[config.mk]
export PLATFORM = sky130hd
export DESIGN_NAME = dmem_responder
export DESIGN_NICKNAME = d
export VERILOG_FILES = /design/src/rtl/dmem_pkg.sv /design/src/rtl/dmem_array.sv /design/src/rtl/dmem_responder.sv
export SDC_FILE = /design/constraint.sdc
export NUM_CORES = 2
export LEC_CHECK = 0
export ABC_AREA = 1
export BUFFER_PORTS_ARGS = -buffer_cell sky130_fd_sc_hd__buf_2
export CAP_MARGIN = 15
export CORE_AREA = 2 2 511 412
export DETAILED_ROUTE_END_ITERATION = 6
export DIE_AREA = 0 0 513 414
export GPL_TIMING_DRIVEN = 0
export PLACE_DENSITY = 0.6
export SYNTH_ARGS = -nofsm -noshare
export SYNTH_HDL_FRONTEND = slang
export SYNTH_SLANG_ARGS = --single-unit
[constraint.sdc]
create_clock -name clk -period 4.3 [get_ports clk]
set_clock_uncertainty 0.05 [all_clocks]
set_input_delay 0.86 -clock clk [delete_from_list [all_inputs] [get_ports clk]]
set_output_delay 0.86 -clock clk [all_outputs]
set_load 0.01 [all_outputs]
[src/rtl/dmem_pkg.sv]
// Shared types for the data-memory responder: FSM states, latched request, word geometry.
package dmem_pkg;

    typedef enum logic [1:0] {
        IDLE = 2'd0,
        WAIT = 2'd1,
        RESP = 2'd2
    } dmem_state_t;

    typedef struct packed {
        logic        we;
        logic [31:0] addr;
        logic [31:0] wdata;
        logic [3:0]  be;
    } dmem_req_t;

    localparam int WORD_BYTES = 4;

endpackage

[src/rtl/dmem_array.sv]
// Single-port byte-enabled word storage; read data registered on the enabled edge, no reset.
// Writes return the pre-write word on rdata; the responder masks it.
module dmem_array
    import dmem_pkg::*;
#(
    parameter  int DEPTH_WORDS = 64,
    localparam int IDX_W       = $clog2(DEPTH_WORDS)
) (
    input  logic                  clk,
    input  logic                  en,
    input  logic                  we,
    input  logic [WORD_BYTES-1:0] be,
    input  logic [IDX_W-1:0]      idx,
    input  logic [31:0]           wdata,
    output logic [31:0]           rdata
);

    logic [31:0] mem [DEPTH_WORDS];

    always_ff @(posedge clk) begin
        if (en) begin
            if (we) begin
                for (int b = 0; b < WORD_BYTES; b++) begin
                    if (be[b]) begin
                        mem[idx][8*b +: 8] <= wdata[8*b +: 8];
                    end
                end
            end
            rdata <= mem[idx];
        end
    end

endmodule

[src/rtl/dmem_responder.sv]
// Multi-cycle memory responder: one request at a time, response max(LATENCY,1) edges after accept
// (LATENCY=0 responds on the accept edge); response held until rsp_ready, req_ready only in IDLE.
module dmem_responder
    import dmem_pkg::*;
#(
    parameter int DEPTH_WORDS = 64,
    parameter int LATENCY     = 2
) (
    input  logic        clk,
    input  logic        reset,
    input  logic        req_valid,
    output logic        req_ready,
    input  logic        req_we,
    input  logic [31:0] req_addr,
    input  logic [31:0] req_wdata,
    input  logic [3:0]  req_be,
    output logic        rsp_valid,
    input  logic        rsp_ready,
    output logic [31:0] rsp_rdata,
    output logic        rsp_err
);

    localparam int          IDX_W     = $clog2(DEPTH_WORDS);
    localparam logic [3:0]  LAT_INIT  = 4'(LATENCY);
    localparam logic [31:0] DEPTH_LIM = 32'(DEPTH_WORDS);

    dmem_state_t state_q, state_d;
    logic [3:0]  cnt_q, cnt_d;
    dmem_req_t   req_q, in_req, acc_req;
    logic        accept, access, acc_oor, arr_en;
    logic        rsp_err_q, rsp_rd_q;
    logic [31:0] arr_rdata;
    logic        unused_addr_bits;

    assign in_req = '{we: req_we, addr: req_addr, wdata: req_wdata, be: req_be};

    // With LATENCY=0 the access happens on the accept edge, before req_q holds the request.
    assign acc_req = (state_q == IDLE) ? in_req : req_q;
    assign acc_oor = {2'b00, acc_req.addr[31:2]} >= DEPTH_LIM;
    assign arr_en  = access && !acc_oor;
    assign unused_addr_bits = ^acc_req.addr[1:0];

    always_comb begin
        state_d = state_q;
        cnt_d   = cnt_q;
        accept  = 1'b0;
        access  = 1'b0;
        unique case (state_q)
            IDLE: begin
                if (req_valid) begin
                    accept = 1'b1;
                    cnt_d  = LAT_INIT;
                    if (LATENCY == 0) begin
                        access  = 1'b1;
                        state_d = RESP;
                    end else begin
                        state_d = WAIT;
                    end
                end
            end
            WAIT: begin
                cnt_d = cnt_q - 4'd1;
                if (cnt_q <= 4'd1) begin
                    access  = 1'b1;
                    state_d = RESP;
                end
            end
            RESP: begin
                if (rsp_ready) begin
                    state_d = IDLE;
                end
            end
            default: state_d = IDLE;
        endcase
    end

    always_ff @(posedge clk or negedge reset) begin
        if (!reset) begin
            state_q   <= IDLE;
            cnt_q     <= '0;
            req_q     <= '0;
            rsp_err_q <= 1'b0;
            rsp_rd_q  <= 1'b0;
        end else begin
            state_q <= state_d;
            cnt_q   <= cnt_d;
            if (accept) begin
                req_q <= in_req;
            end
            if (access) begin
                rsp_err_q <= acc_oor;
                rsp_rd_q  <= !acc_oor && !acc_req.we;
            end
        end
    end

    dmem_array #(
        .DEPTH_WORDS(DEPTH_WORDS)
    ) u_array (
        .clk   (clk),
        .en    (arr_en),
        .we    (acc_req.we),
        .be    (acc_req.be),
        .idx   (acc_req.addr[2 +: IDX_W]),
        .wdata (acc_req.wdata),
        .rdata (arr_rdata)
    );

    assign req_ready = reset && (state_q == IDLE);
    assign rsp_valid = (state_q == RESP);
    assign rsp_rdata = rsp_rd_q ? arr_rdata : 32'h0;
    assign rsp_err   = rsp_err_q;

endmodule

; ---- Yosys cells after proc, flatten, opt, wreduce, memory -nomap -nowiden
; Memories as Yosys holds them, arrays and structs flattened. A register that Yosys moved wholly into a read port is not among the register bits.
; Cells that the tools add are included.
[totals]
regBits = 77
ram_bits = 2048
in_bits = 73
output_inout_bits = 35
wordCells = 54
mem_count = 1
[memory_table]
columns = memory, words, width, rd, rd_clocked_by_memory_dff, write_ports, line_no
row1 = u_array.mem, 64, 32, 1, 1, 1, dmem_array.sv:18  ; logic [31:0] mem [DEPTH_WORDS];
[op_classes]
addsub = 1
order_cmp = 2
eq_ne = 5
mux = 28
reduce_logical = 9
[ops]
columns = op, n
row1 = $mux W69, 1
row2 = $mux W32, 1
row3 = $ge A30 B7 Y1 const B, 1
row4 = $mux W1, 20
row5 = $pmux W4 S2, 1
row6 = $mux W2, 3
row7 = $pmux W2 S3, 1
row8 = $le A4 B1 Y1 const B, 1
row9 = $mux W4, 1
row10 = $ne A2 B2 Y1 const B, 2
row11 = $sub A4 B1 Y4 const B, 1
row12 = $logic_and A1 B1 Y1, 3
row13 = $reduce_and A3 Y1, 1
row14 = $eq A2 B1 Y1 const B, 1
row15 = $eq A2 B2 Y1 const B, 1
row16 = $logic_not A1 Y1, 2
row17 = $logic_not A2 Y1, 1
row18 = $ne A2 B1 Y1 const B, 1
row19 = $reduce_and A2 Y1, 1
row20 = $reduce_bool A2 Y1, 1

; ---- Depth between registers and ports, before layout
[logic_depth]
word_depth = 7
mapped_depth = 17
mapped_depth_nobuf = 14

; ---- Cells and area by module
; From an unflattened synthesis, not the netlist that was laid out.
[unflattened]
cells_unflattened = 9269
area_unflattened_um2 = 92049.5
[by_module_without_submodules]
columns = mod, instances, cells_each, area_each_um2, seq_area_each_um2
row1 = dmem_array, 1, 8723, 88087.0, 62459.9
row2 = dmem_responder, 1, 546, 3962.6, 1876.8

; ---- Worst setup path after synthesis
; OpenSTA, ideal clock, no wires.
[synth_timing]
path_kind = flip-flop to flip-flop
start = register state_q[1]
end = memory u_array.mem[0][0], data pin
setup_time_ns = 0.702
arrival_time_ns = 3.841
required_ns = 3.548
setup_slack_ns = -0.293
path_stages_with_launch = 8
n_path_buf = 4
period_less_slack_ns = 4.593
path_cell_list = dfrtp_1 > inv_2 > nand2_2 > buf_4 > clkbuf_1 > clkbuf_1 > clkbuf_1 > o21ai_0
[synth_lines]
columns = item, line_no
row1 = "start, declared", dmem_responder.sv:27  ; dmem_state_t state_q, state_d;
row2 = "start signal, assigned", dmem_responder.sv:85  ; state_q <= state_d;
row3 = "end, declared", dmem_array.sv:18

; ---- Worst setup path in the final report
[layout_timing]
start = register state_q[1]
end = register u_array.rdata[28] (read register of u_array.mem), data pin
[layout_between]
elab_chain_len = 5
elab_cells_between_ends = 7
cone_classes = order compare (1) / eq/ne (1) / mux (2) / reduce/logical (3)
[layout_lines]
columns = item, line_no
row1 = $logic_not A2 Y1, dmem_responder.sv:38  ; assign acc_req = (state_q == IDLE) ? in_req : req_q;
row2 = $mux W69, dmem_responder.sv:38
row3 = $ge A30 B7 Y1, dmem_responder.sv:39  ; assign acc_oor = {2'b00, acc_req.addr[31:2]} >= DEPTH_LIM;
row4 = $logic_not A1 Y1, dmem_responder.sv:40  ; assign arr_en = access && !acc_oor;
row5 = $logic_and A1 B1 Y1, dmem_responder.sv:40
row6 = "end, declared", dmem_array.sv:15  ; output logic [31:0] rdata
; Parallel ways exist; a longest one is shown, timed or not.
; A chain may end at the register's enable or synchronous reset.

==> summary.txt <==
Placed design
  • Worst slack, placed: -1.14 ns
  • Port bufs: 105
  • DP Wirelength: 255000 µm
  • Routability cong.: 1.03
  • Placed inst area: 0.0990 mm²

Clock network
  • Clk_lat worst skew: 0.86 ns
  • CTS root buf: clkbuf_16
  • CTS sink count: 2155
  • CTS tree: built
  • CTS buffer count: 210
  • CTS clk-pin slew, worst paths: 0.07 ns
  • CTS Buffer Depth: 3
  • CTS H-tree lvls: 4

Drt
  • Residual DRC: 0
  • WL/cell: 27.1 µm
  • Total number of vias: between 70000 and 80000
  • Vias per cell: between 5 and 6
  • Overall routed net length: 344000 µm
  • Drt pass-1 iters: 6
  • Antenna violation net count after detailed routing: 0
  • Number of DRC markers in iteration 0: ~11000

Timing
  • Fmax: 226 MHz
  • Setup TNS: -2.09 ns
  • Slew @ Worst Pin: 1.32 ns
  • RSZ-0062 raised after global routing: true
  • Final Hold Viols: 0
  • Relative slew slack: 11.9%
  • Final Max Tran Viols: 0
  • Setup WS post-layout: -0.130 ns
  • Final setup viols: 53
  • Crit share post-route: 103%
  • Min Tclk post-route: 4.43 ns

Floorplan
  • Die Width: just over 500 µm
  • Die H: 414 µm
  • Core box area: around 0.21 mm²
  • I/O pin cnt: 108
  • Starting Density: 44.8%
  • Die area: 0.212 mm²
  • Core Rows: 150

Setup path
  • Delay-heaviest family, CP: buffers and inverters
  • WP data required: 4.95 ns
  • CP Launch Type: flop
  • Kind of critical path: reg2reg
  • Reg-to-Reg Start: state_q[1]
  • CP max stage delay: 0.76 ns
  • Worst setup path endpoint: u_array.rdata[28]
  • Critical path buffer and inverter count: 5
  • Slowest cell on the critical path: clkbuf_1
  • Crit path cell chain: inv_2 > nand2_2 > buf_4 > nand2_1 > nand2_1 > buf_4 > buf_2 > clkbuf_1 > nand2_1 > nand2_1 > nand2_1 > nand2_1 > nand2_1 > nand2_1 > nor2_1 > nand2_1
  • Worst Setup End Kind: flop
  • Crit path from: state_q[1]
  • FF-to-FF End: u_array.rdata[28]
  • Largest fanout on the critical path: 10
  • Reg2reg setup slack: -0.13 ns
  • WP data arrival: 5.08 ns
  • Cell mode on critical path: nand2_1
  • Number of cells on the critical path: 16
  • Depth of the most critical reg-to-reg path: 16

Yosys
  • Syn Area/Cell: 9.93 µm²
  • Synthesized area: 0.0929 mm²
  • Sequential area share after synthesis: 69.3%
  • Syn nets: 9423
  • Synth warn: 0
  • Synth top area cells: edfxtp_1 67%, nand2_1 22%, nand3_1 3.8%, dfrtp_1 2.0%, nor2_1 1.4%
  • Top cell type's share of synthesized area: 67.3%
  • Syn Inst Count: 9348
  • FF+latch count, synth: about 2200
  • Biggest area consumer among synthesized cells: edfxtp_1
  • Unique cell type count in the Yosys netlist: 31

Job
  • Max cap viols: 0

Min path
  • Min-delay worst type: in2reg

GRT
  • Met2 Use GR: between 40% and 50%
  • Met3 Usage GRT: 9.24%
  • Initial antenna violation count: 28
  • M1 GR Usage: between 40% and 50%
  • First-pass GRT wire length: between 400000 and 500000 µm
  • Vias in the first global route: 64800
  • Grt peak-use layer: met1
  • Overall Global Routing Usage: 31.7%
  • Grt total ovfl: 0
  • Largest net degree at the start of global routing: 51

Power
  • Power per cell area: ~860 mW/mm²
  • VDD IR max: 0.647 mV
  • Total power: 91400 µW
  • Leak: 0.0440 µW

Cells and area
  • Fin area: roughly 0.11 mm²
  • Filler Cells Inserted: around 19000
  • Most frequent cells in the layout: 5318 x nand2_1, 2080 x edfxtp_1, 706 x nand3_1, 326 x clkbuf_1, 213 x clkbuf_16
  • Most common cell after layout, fill and taps aside: nand2_1
  • Syn-to-layout area delta: 15.0%
  • Final nets: 9864
  • Share of cells above drive strength 1: 9.32%

Run status
  • Failing checks: setup timing
  • Status: complete, but fails checks
[repair_timing]
action | 4_1_cts | 5_1_grt
endpoints found under the setup margin | 1991 | 942
endpoints found under the hold margin | 25 | 0
setup buffers | 13 | 3
hold buffers | 1 | 0
pin swaps | 4 | 2
gates resized for setup | 116 | 106
[final cells by class]
cell class,count,area (µm²),share of cell area (%)
buffer,553,2480,2.33
multi-input combinational,6508,26600,24.9
antenna,13,32.5,0.0305
sequential,2155,64300,60.2
clock inverter,136,1270,1.19
timing repair buffer,229,2720,2.55
tap,2736,3420,3.21
clock buffer,255,5470,5.12
inverter,132,495,0.464
[synthesized netlist by cell type (all sizes together)]
cell type,count
a21oi,2
buf,252
nor3,7
a22oi,1
clkinv,1
o21ai,100
nand4,7
ha,2
o2111ai,1
o31ai,1
nor4,9
nor2,347
o21a,1
inv,131
dfrtp,75
nand3,706
clkbuf,301
or2,1
edfxtp,2080
nand2,5323
[worst register-to-register path, cell delays in order (launching register included)]
cell      delay [ns]
dfrtp_1         0.43
inv_2           0.07
nand2_2         0.13
buf_4           0.23
nand2_1         0.08
nand2_1         0.37
buf_4           0.51
buf_2           0.63
clkbuf_1        0.76
nand2_1         0.11
nand2_1         0.12
nand2_1         0.06
nand2_1         0.09
nand2_1         0.05
nand2_1         0.30
nor2_1          0.09
nand2_1         0.20
[where the power goes]
part	total (µW)	internal, µW	leakage (µW)	switching, µW
combinational	45100	10200	0.0210	34900
sequential	27800	27500	0.0198	202
clock	18500	10200	0.00329	8280
total	91400	48000	0.0440	43400
[worst min path at each step]
stage	startpoint	endpoint	slack, ns	cells past startpoint
final	rsp_ready	state_q[1]	0.12	2
after global routing	rsp_ready	state_q[1]	0.11	2
after CTS	rsp_ready	state_q[1]	0.10	2
after detailed placement	req_q[47]	req_q[47]	0.42	2
after global placement	req_q[50]	req_q[50]	0.41	2
after floorplan	req_q[50]	req_q[50]	0.40	2
[routing by layer]
metal	wire length [µm]	up-vias
met4	14200	10
met5	276	-
met3	45800	587
met2	142000	4380
met1	142000	34500
li1	-	31600
[kinds of logic (layout without fill, tap and decap cells)]
family                     Yosys count  in the layout  synth area share [%]
adders and majority gates            2              2                0.0269
other                                0             13                     0
AOI/OAI and AO/OA                  106            106                 0.591
buffers and inverters              685           1305                  3.15
and+or+nand+nor                   6400           6400                  27.0
DFF                               2155           2155                  69.3
[through the flow]
stage	cells	util, %	hold slack, ns
final	12700	51.5	0.123
after global routing	12700	51.5	0.110
after CTS	12700	51.3	0.101
after detailed placement	12300	47.8	0.415
after global placement	12200	46.7	0.413
after floorplan	9348	-	0.395
[registers in the layout, summed over array words and instances (netlist names)]
| name | flops |
|---|---|
| u_array.rdata | 32 |
| req_q | 67 |
| rsp_rd_q | 1 |
| u_array.mem | 2048 |
| state_q | 2 |
| rsp_err | 1 |
| cnt_q | 4 |
No activity file was read; power rests on OpenSTA's default activity.
